**src/rtl/mem_port_arbiter_pkg.sv**
```systemverilog
// Shared types and defaults (package core) for the unified memory-port arbiter.
// The struct widths track the core's address and data widths.
package core;

    localparam int ADDR_WIDTH   = 32;
    localparam int DATA_WIDTH   = 32;
    localparam int DATA_BYTES   = DATA_WIDTH / 8;
    localparam int STARVE_LIMIT = 4;

    typedef enum logic [1:0] {
        IDLE     = 2'd0,
        BUSY_IF  = 2'd1,
        BUSY_MEM = 2'd2
    } mem_arb_state_e;

    typedef struct packed {
        logic                  we;
        logic [DATA_BYTES-1:0] be;
        logic [ADDR_WIDTH-1:0] addr;
        logic [DATA_WIDTH-1:0] wdata;
    } mem_port_req_t;

endpackage

```
**src/rtl/mem_port_arbiter.sv**
```systemverilog
// Arbitrates the single memory port between instruction fetch and load/store, MEM first.
// Define MEM_ARB_STARVE_GUARD_EN to force an IF grant after STARVE_LIMIT back-to-back MEM grants.
module mem_port_arbiter #(
    parameter int ADDR_WIDTH   = 32,
    parameter int DATA_WIDTH   = core::DATA_WIDTH,
    parameter int STARVE_LIMIT = core::STARVE_LIMIT
) (
    input  logic                      clk,
    input  logic                      rst,
    input  logic                      flush_i,

    input  logic                      if_req_i,
    input  logic [ADDR_WIDTH-1:0]     if_addr_i,
    output logic                      if_gnt_o,
    output logic                      if_rvalid_o,
    output logic [DATA_WIDTH-1:0]     if_rdata_o,

    input  logic                      mem_req_i,
    input  logic                      mem_we_i,
    input  logic [DATA_WIDTH/8-1:0]   mem_be_i,
    input  logic [ADDR_WIDTH-1:0]     mem_addr_i,
    input  logic [DATA_WIDTH-1:0]     mem_wdata_i,
    output logic                      mem_gnt_o,
    output logic                      mem_rvalid_o,
    output logic [DATA_WIDTH-1:0]     mem_rdata_o,

    output logic                      port_req_o,
    output logic                      port_we_o,
    output logic [DATA_WIDTH/8-1:0]   port_be_o,
    output logic [ADDR_WIDTH-1:0]     port_addr_o,
    output logic [DATA_WIDTH-1:0]     port_wdata_o,
    input  logic                      port_ack_i,
    input  logic [DATA_WIDTH-1:0]     port_rdata_i
);

    core::mem_arb_state_e  r_state;
    core::mem_arb_state_e  w_state_next;
    core::mem_port_req_t   r_port;

    logic                  r_drop;
    logic                  r_if_rvalid;
    logic                  r_mem_rvalid;
    logic [DATA_WIDTH-1:0] r_if_rdata;
    logic [DATA_WIDTH-1:0] r_mem_rdata;

    logic                  w_idle;
    logic                  w_starved;
    logic                  w_if_win;
    logic                  w_if_gnt;
    logic                  w_mem_gnt;

    assign w_idle = (r_state == core::IDLE);

`ifdef MEM_ARB_STARVE_GUARD_EN
    logic [3:0] r_starve_cnt;

    assign w_starved = (r_starve_cnt >= 4'(STARVE_LIMIT));

    // Saturates so a long flush with MEM traffic cannot wrap the count back below the limit.
    always_ff @(posedge clk or negedge rst) begin
        if (!rst) begin
            r_starve_cnt <= '0;
        end else if (w_if_gnt) begin
            r_starve_cnt <= '0;
        end else if (w_mem_gnt && if_req_i) begin
            if (r_starve_cnt != 4'hF) begin
                r_starve_cnt <= r_starve_cnt + 4'd1;
            end
        end else if (w_idle && !if_req_i) begin
            r_starve_cnt <= '0;
        end
    end
`else
    assign w_starved = 1'b0;
`endif

    assign w_if_win = if_req_i && !flush_i && (!mem_req_i || w_starved);

    // NOTE: every output of a combinational block gets a default first; a missed branch is a latch.
    always_comb begin
        w_state_next = r_state;
        w_if_gnt     = 1'b0;
        w_mem_gnt    = 1'b0;
        unique case (r_state)
            core::IDLE: begin
                // NOTE: grants are gated by rst so every output reads 0 while reset is held.
                w_if_gnt  = w_if_win && rst;
                w_mem_gnt = mem_req_i && !w_if_win && rst;
                if (w_mem_gnt) begin
                    w_state_next = core::BUSY_MEM;
                end else if (w_if_gnt) begin
                    w_state_next = core::BUSY_IF;
                end
            end
            core::BUSY_IF, core::BUSY_MEM: begin
                if (port_ack_i) begin
                    w_state_next = core::IDLE;
                end
            end
            default: w_state_next = core::IDLE;
        endcase
    end

    // NOTE: sequential state uses non-blocking assignment so all flops update from pre-edge values.
    always_ff @(posedge clk or negedge rst) begin
        if (!rst) begin
            r_state <= core::IDLE;
        end else begin
            r_state <= w_state_next;
        end
    end

    // Winner's request is captured at the grant edge and held for the whole busy phase.
    always_ff @(posedge clk or negedge rst) begin
        if (!rst) begin
            r_port <= '0;
        end else if (w_mem_gnt) begin
            r_port <= '{we: mem_we_i, be: mem_be_i, addr: mem_addr_i, wdata: mem_wdata_i};
        end else if (w_if_gnt) begin
            r_port <= '{we: 1'b0, be: '1, addr: if_addr_i, wdata: '0};
        end
    end

    always_ff @(posedge clk or negedge rst) begin
        if (!rst) begin
            r_drop       <= 1'b0;
            r_if_rvalid  <= 1'b0;
            r_mem_rvalid <= 1'b0;
            r_if_rdata   <= '0;
            r_mem_rdata  <= '0;
        end else begin
            r_if_rvalid  <= 1'b0;
            r_mem_rvalid <= 1'b0;
            if (r_state == core::BUSY_IF) begin
                if (port_ack_i) begin
                    // A flush seen at any point of the fetch, ack cycle included, kills delivery.
                    if (!r_drop && !flush_i) begin
                        r_if_rvalid <= 1'b1;
                        r_if_rdata  <= port_rdata_i;
                    end
                    r_drop <= 1'b0;
                end else if (flush_i) begin
                    r_drop <= 1'b1;
                end
            end
            if ((r_state == core::BUSY_MEM) && port_ack_i) begin
                r_mem_rvalid <= 1'b1;
                r_mem_rdata  <= r_port.we ? '0 : port_rdata_i;
            end
        end
    end

    assign if_gnt_o     = w_if_gnt;
    assign mem_gnt_o    = w_mem_gnt;
    assign if_rvalid_o  = r_if_rvalid;
    assign if_rdata_o   = r_if_rdata;
    assign mem_rvalid_o = r_mem_rvalid;
    assign mem_rdata_o  = r_mem_rdata;

    assign port_req_o   = !w_idle;
    assign port_we_o    = r_port.we;
    assign port_be_o    = r_port.be;
    assign port_addr_o  = r_port.addr;
    assign port_wdata_o = r_port.wdata;

endmodule

```
**config.mk**
```make
export PLATFORM = sky130hd
export DESIGN_NAME = mem_port_arbiter
export DESIGN_NICKNAME = d
export VERILOG_FILES = /design/src/rtl/mem_port_arbiter_pkg.sv /design/src/rtl/mem_port_arbiter.sv
export SDC_FILE = /design/constraint.sdc
export NUM_CORES = 1
export LEC_CHECK = 0
export CAP_MARGIN = 20
export CORE_AREA = 10 10 150 124
export CTS_CLUSTER_DIAMETER = 60
export DETAILED_ROUTE_END_ITERATION = 6
export DIE_AREA = 0 0 160 134
export PLACE_DENSITY_LB_ADDON = 0.15
export SYNTH_ARGS = -nofsm -noshare
export SYNTH_HDL_FRONTEND = slang
export SYNTH_SLANG_ARGS = --single-unit
```
**constraint.sdc**
```tcl
create_clock -name clk -period 1.6 [get_ports clk]
set_input_delay 0.24 -clock clk [delete_from_list [all_inputs] [get_ports clk]]
set_output_delay 0.24 -clock clk [all_outputs]
set_load 0.01 [all_outputs]
```
==> impl_metrics.env, run 1 <==
export IMPL_outcome="finished, violations left"
export IMPL_violations="setup timing"
export IMPL_area_delta_synth_final_pct=77.1
export IMPL_numPortBuffers=276
export IMPL_hold_viol_final=0
export IMPL_setup_viol=67
export IMPL_h_tree_depth=4
export IMPL_pin_count=277
export IMPL_drv_cap=0
export IMPL_fin_crit_ps=1700
export IMPL_dieArea_um2=21400
export IMPL_num_vias=4496
export IMPL_wl_met2_mm=9.51
export IMPL_vias_per_cell=4.70
export IMPL_netlist_area_um2=5670
export IMPL_crit_path_frequent_cell="buf_6"
export IMPL_finalCoreUtilization_pct=64.4
export IMPL_antenna_cells=0
export IMPL_clock_latency_ps=410
export IMPL_slew_viol_final=0
export IMPL_antenna_found_initial=0
export IMPL_drt_met1_wl_mm=7.92
export IMPL_grt_usage_pct=16.7
export IMPL_tightest_slew_ps=502
export IMPL_cpLargestDelayFamily="buffers and inverters"
export IMPL_fmax_ghz=0.588
export IMPL_grt_pass1_vias=4956
export IMPL_crit_chain="inv_2, buf_6, ha_4, buf_6, and2_4, buf_6"
export IMPL_clkSinkCount=138
export IMPL_drive_gt1_share_pct=24.6
export IMPL_fin_ws_ps=-101
export IMPL_detail_route_first_pass_iterations=4
export IMPL_cts_buffers=17
export IMPL_ant_nets=0
export IMPL_routed_wl_mm=19.2
export IMPL_synth_cell_types=24
export IMPL_synth_nets=562
export IMPL_highest_layer="met4"
export IMPL_initial_core_util_pct=36.4
export IMPL_syn_instance_count=420
export IMPL_root_buffer="clkbuf_16"
export IMPL_drc=0
export IMPL_grt_pass1_wl_mm=28.4
export IMPL_path_buf_inv=4
export IMPL_dr_first_iter_drc_count=162
export IMPL_std_cell_rows=41
export IMPL_post_drt_wl_per_cell_um=20.1
export IMPL_critPathMaxFanout=3
export IMPL_crit_arrival_ps=1460
export IMPL_ys_seq_elements=138
export IMPL_clock_path_buffers=2
export IMPL_layout_worst_path_cycle_share_pct=106
export IMPL_wl_met3_mm=1.47
export IMPL_crit_type="flip-flop to output port"
export IMPL_cts_tree="built"
export IMPL_crit_path_top_delay_cell="dfrtp_1"
export IMPL_finalPower_mw=17.0
export IMPL_gp_congestion=0.774
export IMPL_overflow=0
export IMPL_grt_max_degree=56
export IMPL_leakage_nw=5.27
export IMPL_seq_area_frac_synth_pct=60.9
export IMPL_ys_warn_count=0
export IMPL_power_per_cell_area_nw_per_um2=1690
export IMPL_clkTransAtPathRegs_ps=60
export IMPL_layout_nets=870
export IMPL_worstSetupEndpointType="output port"
export IMPL_max_slew_margin_rel_pct=66.5
export IMPL_die_y_um=134
export IMPL_required_ps=1360
export IMPL_hold_ws_ps=25.1
export IMPL_clock_skew_ps=8.04
export IMPL_hp_class="primary input to asynchronous set/reset pin"
export IMPL_slowest_delay_ps=360
export IMPL_die_w_um=160
export IMPL_avgSynthCellArea_um2=13.5
export IMPL_start_kind="flip-flop"
export IMPL_vdd_drop_max_mv=0.924
export IMPL_coreArea_um2=15600
export IMPL_hpwl_mm=13.9
export IMPL_rsz0062_at_grt="yes"
[tightest hold or removal path, stage by stage]
cell	delay, ps
buf_6	100
buf_4	120
buf_4	400
[cells in the mapped netlist, drive strengths merged]
cell type,instances,area [um2]
inv,4,15.0
and4bb,1,12.5
ha,3,37.5
mux2,96,1080
nand2,36,135
nand3,1,5.00
a21oi,4,20.0
clkinv,1,3.75
nor2b,1,6.26
nor3,1,10.0
o211ai,1,7.51
buf,17,124
o211a,1,10.0
dfrtp,138,3450
o22a,4,35.0
o21ai,33,165
and2,1,6.26
a22o,34,298
clkbuf,10,37.5
nand2b,33,206
[power breakdown]
part	switching [mW]	internal (mW)
registers	0.852	5.00
logic	2.86	4.40
clock network	1.47	2.37
[sequential cells by signal, indices dropped and copies added, names as in the netlist]
register and count:
port_we_o 1, r_state 2, if_rdata_o 32, mem_rvalid_o 1
port_wdata_o 32, r_drop 1, mem_rdata_o 32, if_rvalid_o 1
port_addr_o 32, port_be_o 4
[timing repair]
item	in CTS	in global routing
pin swaps	0	4
endpoints found under the setup margin	86	132
hold endpoints to repair	36	0
hold buffers	1	0
resized for setup	45	144
cloned	1	4
setup buffers	2	4
[cells by family (layout without fill, tap and decap cells)]
family / Yosys count / in the layout / share of synthesized area, %
multiplexers: 96 / 96 / 19.1
flip-flops: 138 / 138 / 60.9
AO/OA/AOI/OAI: 77 / 77 / 9.44
buffers and inverters: 32 / 353 / 3.18
adder cells (fa/ha/maj): 3 / 3 / 0.662
AND/OR/NAND/NOR: 74 / 74 / 6.73
[cell usage in the layout, fill, tap and decap left out, types with 4 or more instances in the layout]
master	Yosys	layout
clkdlybuf4s50_1	0	187
buf_12	0	6
dfrtp_1	138	138
a21oi_1	4	4
o22a_1	4	4
dlymetal6s2s_1	0	69
nand2_1	36	34
mux2_2	95	34
o21ai_0	32	32
buf_4	3	22
clkinv_2	0	5
dlygate4sd2_1	0	16
buf_6	5	11
a22o_1	34	34
mux2_4	1	62
nand2b_1	33	33
clkbuf_16	0	20
[metal layers]
layer  vias to the layer above  GRT usage (%)
li1                       2091              -
met1                      2213           18.4
met2                       172           28.8
met3                        20           7.19
met4                         0           4.94
met5                         -              0
[area by class of cell]
cell class | instances | area [um2]
sequential | 138 | 3450
fill | 1203 | 5550
clock inverter | 11 | 121
timing repair buffer | 316 | 3400
tap | 215 | 269
inverter | 5 | 20.0
clock buffer | 21 | 460
multi-input combinational | 250 | 2320
[path summary, 6_finish.rpt]
check                                             from                           end  slack (ps)  depth (start not counted)
setup / recovery                r_state[1]$_DFFE_PN0P_                      if_gnt_o        -100                          6
hold / removal                                     rst  port_wdata_o[28]$_DFFE_PN0P_          30                          3
setup reg to reg                r_state[1]$_DFFE_PN0P_    if_rdata_o[18]$_DFFE_PN0P_        -100                          8
hold reg to reg            mem_rdata_o[11]$_DFFE_PN0P_   mem_rdata_o[11]$_DFFE_PN0P_         470                          2
max in group asynchronous                          rst     if_rdata_o[5]$_DFFE_PN0P_         770                          4
min in group clk                                   rst      port_be_o[1]$_DFFE_PN0P_         320                          4
[through the flow]
step	setup TNS (ps)	std cells	setup slack (ps)	area, um2
floorplan	0	420	38.5	5680
global route	-7080	956	-147	10000
detailed placement	-20060	913	-361	8820
finish	-3790	956	-101	10000
global placement	-17450	913	-350	8820
CTS	-2940	949	-98.0	9480
(Power assumes the default switching activity.)
==> run 2: changes to the inputs <==
--- a/config.mk
+++ b/config.mk
@@ -10,7 +10,7 @@
 export CTS_CLUSTER_DIAMETER = 60
 export DETAILED_ROUTE_END_ITERATION = 6
 export DIE_AREA = 0 0 160 134
-export PLACE_DENSITY_LB_ADDON = 0.15
+export PLACE_DENSITY = 0.76
 export SYNTH_ARGS = -nofsm -noshare
 export SYNTH_HDL_FRONTEND = slang
 export SYNTH_SLANG_ARGS = --single-unit
==> run 2 against run 1 <==
Against the previous run: cell area increased by 0.24%; fmax increased by 2.2%; count of clock-buffer cells in the layout decreased by 3; combinational power about the same; the flow still finishes with violations (setup timing); largest power group unchanged; worst hold slack improved by 290 ps; setup slack improved by 37 ps; clock power increased by 10%; register-to-register slack improved by 70 ps; clock skew increased by 1.1 ps; global-route usage increased by 0.52 points; via count increased by 0.11%.
==> impl_metrics.env, run 2 (synthesis gave the netlist of run 1 again) <==
export IMPL_vdd_drop_max_mv=0.908
export IMPL_switching_share_pct=30.7
export IMPL_setup_viol=25
export IMPL_hp_class="primary input to flip-flop"
export IMPL_overflow=0
export IMPL_clock_path_buffers=2
export IMPL_setup_tns_final_ps=-609
export IMPL_cts_buffers=17
export IMPL_intPower_mw=12.0
export IMPL_place_ws_ps=-360
export IMPL_leakage_nw=5.29
export IMPL_antenna_cells=0
export IMPL_std_cell_rows=41
export IMPL_cpLargestDelayFamily="flip-flops"
export IMPL_crit_path_top_delay_cell="dfrtp_1"
export IMPL_drc=0
export IMPL_start_kind="flip-flop"
export IMPL_h_tree_depth=4
export IMPL_clock_skew_ps=9.17
export IMPL_antenna_found_initial=0
export IMPL_post_drt_wl_per_cell_um=20.7
export IMPL_tightest_slew_ps=597
export IMPL_num_vias=4501
export IMPL_clkSinkCount=138
export IMPL_drive_gt1_share_pct=24.2
export IMPL_gp_congestion=0.753
export IMPL_path_buf_inv=3
export IMPL_routed_wl_mm=19.7
export IMPL_numPortBuffers=276
export IMPL_worstSetupEndpointType="output port"
export IMPL_ant_nets=0
export IMPL_fmax_ghz=0.601
export IMPL_layout_commonest_cell="clkdlybuf4s50_1"
export IMPL_dr_first_iter_drc_count=173
export IMPL_crit_arrival_ps=1420
export IMPL_dpl_cell_count=907
export IMPL_grt_pass1_vias=5100
export IMPL_area_delta_synth_final_pct=77.5
export IMPL_rsz0062_at_grt="yes"
export IMPL_clock_latency_ps=420
export IMPL_fillers=1163
export IMPL_slowest_delay_ps=390
export IMPL_seqPwrFrac_pct=33.8
export IMPL_die_w_um=160
export IMPL_switchingPower_mw=5.32
export IMPL_outcome="finished, violations left"
export IMPL_grt_max_degree=115
export IMPL_power_per_cell_area_nw_per_um2=1720
export IMPL_crit_type="flip-flop to output port"
export IMPL_dieArea_um2=21400
export IMPL_slew_viol_final=0
export IMPL_drv_cap=0
export IMPL_required_ps=1360
export IMPL_crit_path_frequent_cell="buf_6"
export IMPL_layout_nets=865
export IMPL_clockPowerShare_pct=24.4
export IMPL_pin_count=277
export IMPL_hpwl_mm=13.9
export IMPL_violations="setup timing"
export IMPL_grt_pass1_wl_mm=29.2
export IMPL_cts_tree="built"
export IMPL_p_comb_share_pct=41.9
export IMPL_layout_worst_path_cycle_share_pct=104
export IMPL_final_cells=951
export IMPL_finalCoreUtilization_pct=64.6
export IMPL_die_y_um=134
export IMPL_critPathMaxFanout=4
export IMPL_clkTransAtPathRegs_ps=70
export IMPL_detail_route_first_pass_iterations=4
export IMPL_final_cell_mix="clkdlybuf4s50_1, dfrtp_1, dlymetal6s2s_1"
export IMPL_hold_viol_final=0
export IMPL_crit_chain="inv_2, ha_4, buf_6, and2_4, buf_6"
export IMPL_max_slew_margin_rel_pct=60.2
export IMPL_fin_crit_ps=1660
export IMPL_root_buffer="clkbuf_16"
export IMPL_fin_ws_ps=-63.5
export IMPL_vias_per_cell=4.73
export IMPL_coreArea_um2=15600
export IMPL_grt_usage_pct=17.2
export IMPL_initial_core_util_pct=36.4
## run 2: cell types whose count changed in the layout (fill, tap and decap cells not counted), moves of 4 or more
cell,change
clkdlybuf4s50_1,-6
dlymetal6s2s_1,+4
mux2_4,-6
buf_6,-5
mux2_2,+6
## run 2: through the flow
stage | power, mW | instance area (um2) | hold slack, ps
global placement | 12.7 | 8810 | 291
global route | 18.3 | 10100 | 318
detailed placement | 12.9 | 8810 | 300
floorplan | 8.50 | 5680 | -55.6
finish | 17.3 | 10100 | 312
CTS | 17.1 | 9560 | 297
## run 2: final timing paths
check	from	end	slack, ps	depth (start not counted)
max	r_state[1]$_DFFE_PN0P_	if_gnt_o	-60	5
max in group asynchronous	rst	port_wdata_o[15]$_DFFE_PN0P_	540	3
max reg2reg	r_state[1]$_DFFE_PN0P_	port_addr_o[3]$_DFFE_PN0P_	-30	6
min in group asynchronous	rst	r_state[1]$_DFFE_PN0P_	600	4
min	rst	port_be_o[1]$_DFFE_PN0P_	310	4
min reg2reg	mem_rdata_o[1]$_DFFE_PN0P_	mem_rdata_o[1]$_DFFE_PN0P_	470	2
## run 2: power by group through the flow
stage	clock network [mW]	logic [mW]	registers [mW]
final	4.23	7.26	5.85
after global routing	4.47	7.79	6.04
after CTS	4.28	7.01	5.86
after detailed placement	0	7.02	5.87
after global placement	0	6.87	5.82
after floorplan	0	1.99	6.51
## run 2: cell type report
type                    count  area (um2)  share of cell area (%)
multi-input cells         250        2300                    22.9
flip-flops and latches    138        3450                    34.3
clock buffers              18         439                    4.36
inverters                   5        20.0                   0.199
repair buffers            311        3390                    33.7
clock inverters            14         193                    1.91
well taps                 215         269                    2.67
## run 2: what timing repair did
item / CTS / global route
pin swaps: 0 / 2
gates cloned: 2 / 3
hold endpoints to repair: 138 / 0
resized for setup: 45 / 134
hold buffers: 2 / 0
setup endpoints to repair: 85 / 140
setup buffers: 3 / 2
## run 2: per-layer routing
metal / wire [um] / global-route usage [%] / share of wire (%) / up-vias
met3: 1850 / 8.35 / 9.4 / 25
met4: 305 / 6.01 / 1.5 / 0
li1: - / - / - / 2081
met1: 7940 / 18.8 / 40 / 2213
met2: 9630 / 28.8 / 49 / 182
met5: 0 / 0 / 0 / -
## run 2: tightest hold or removal path: stages
cell     delay [ps]
buf_6           110
nand3_2          80
buf_4           140
o22a_1          130
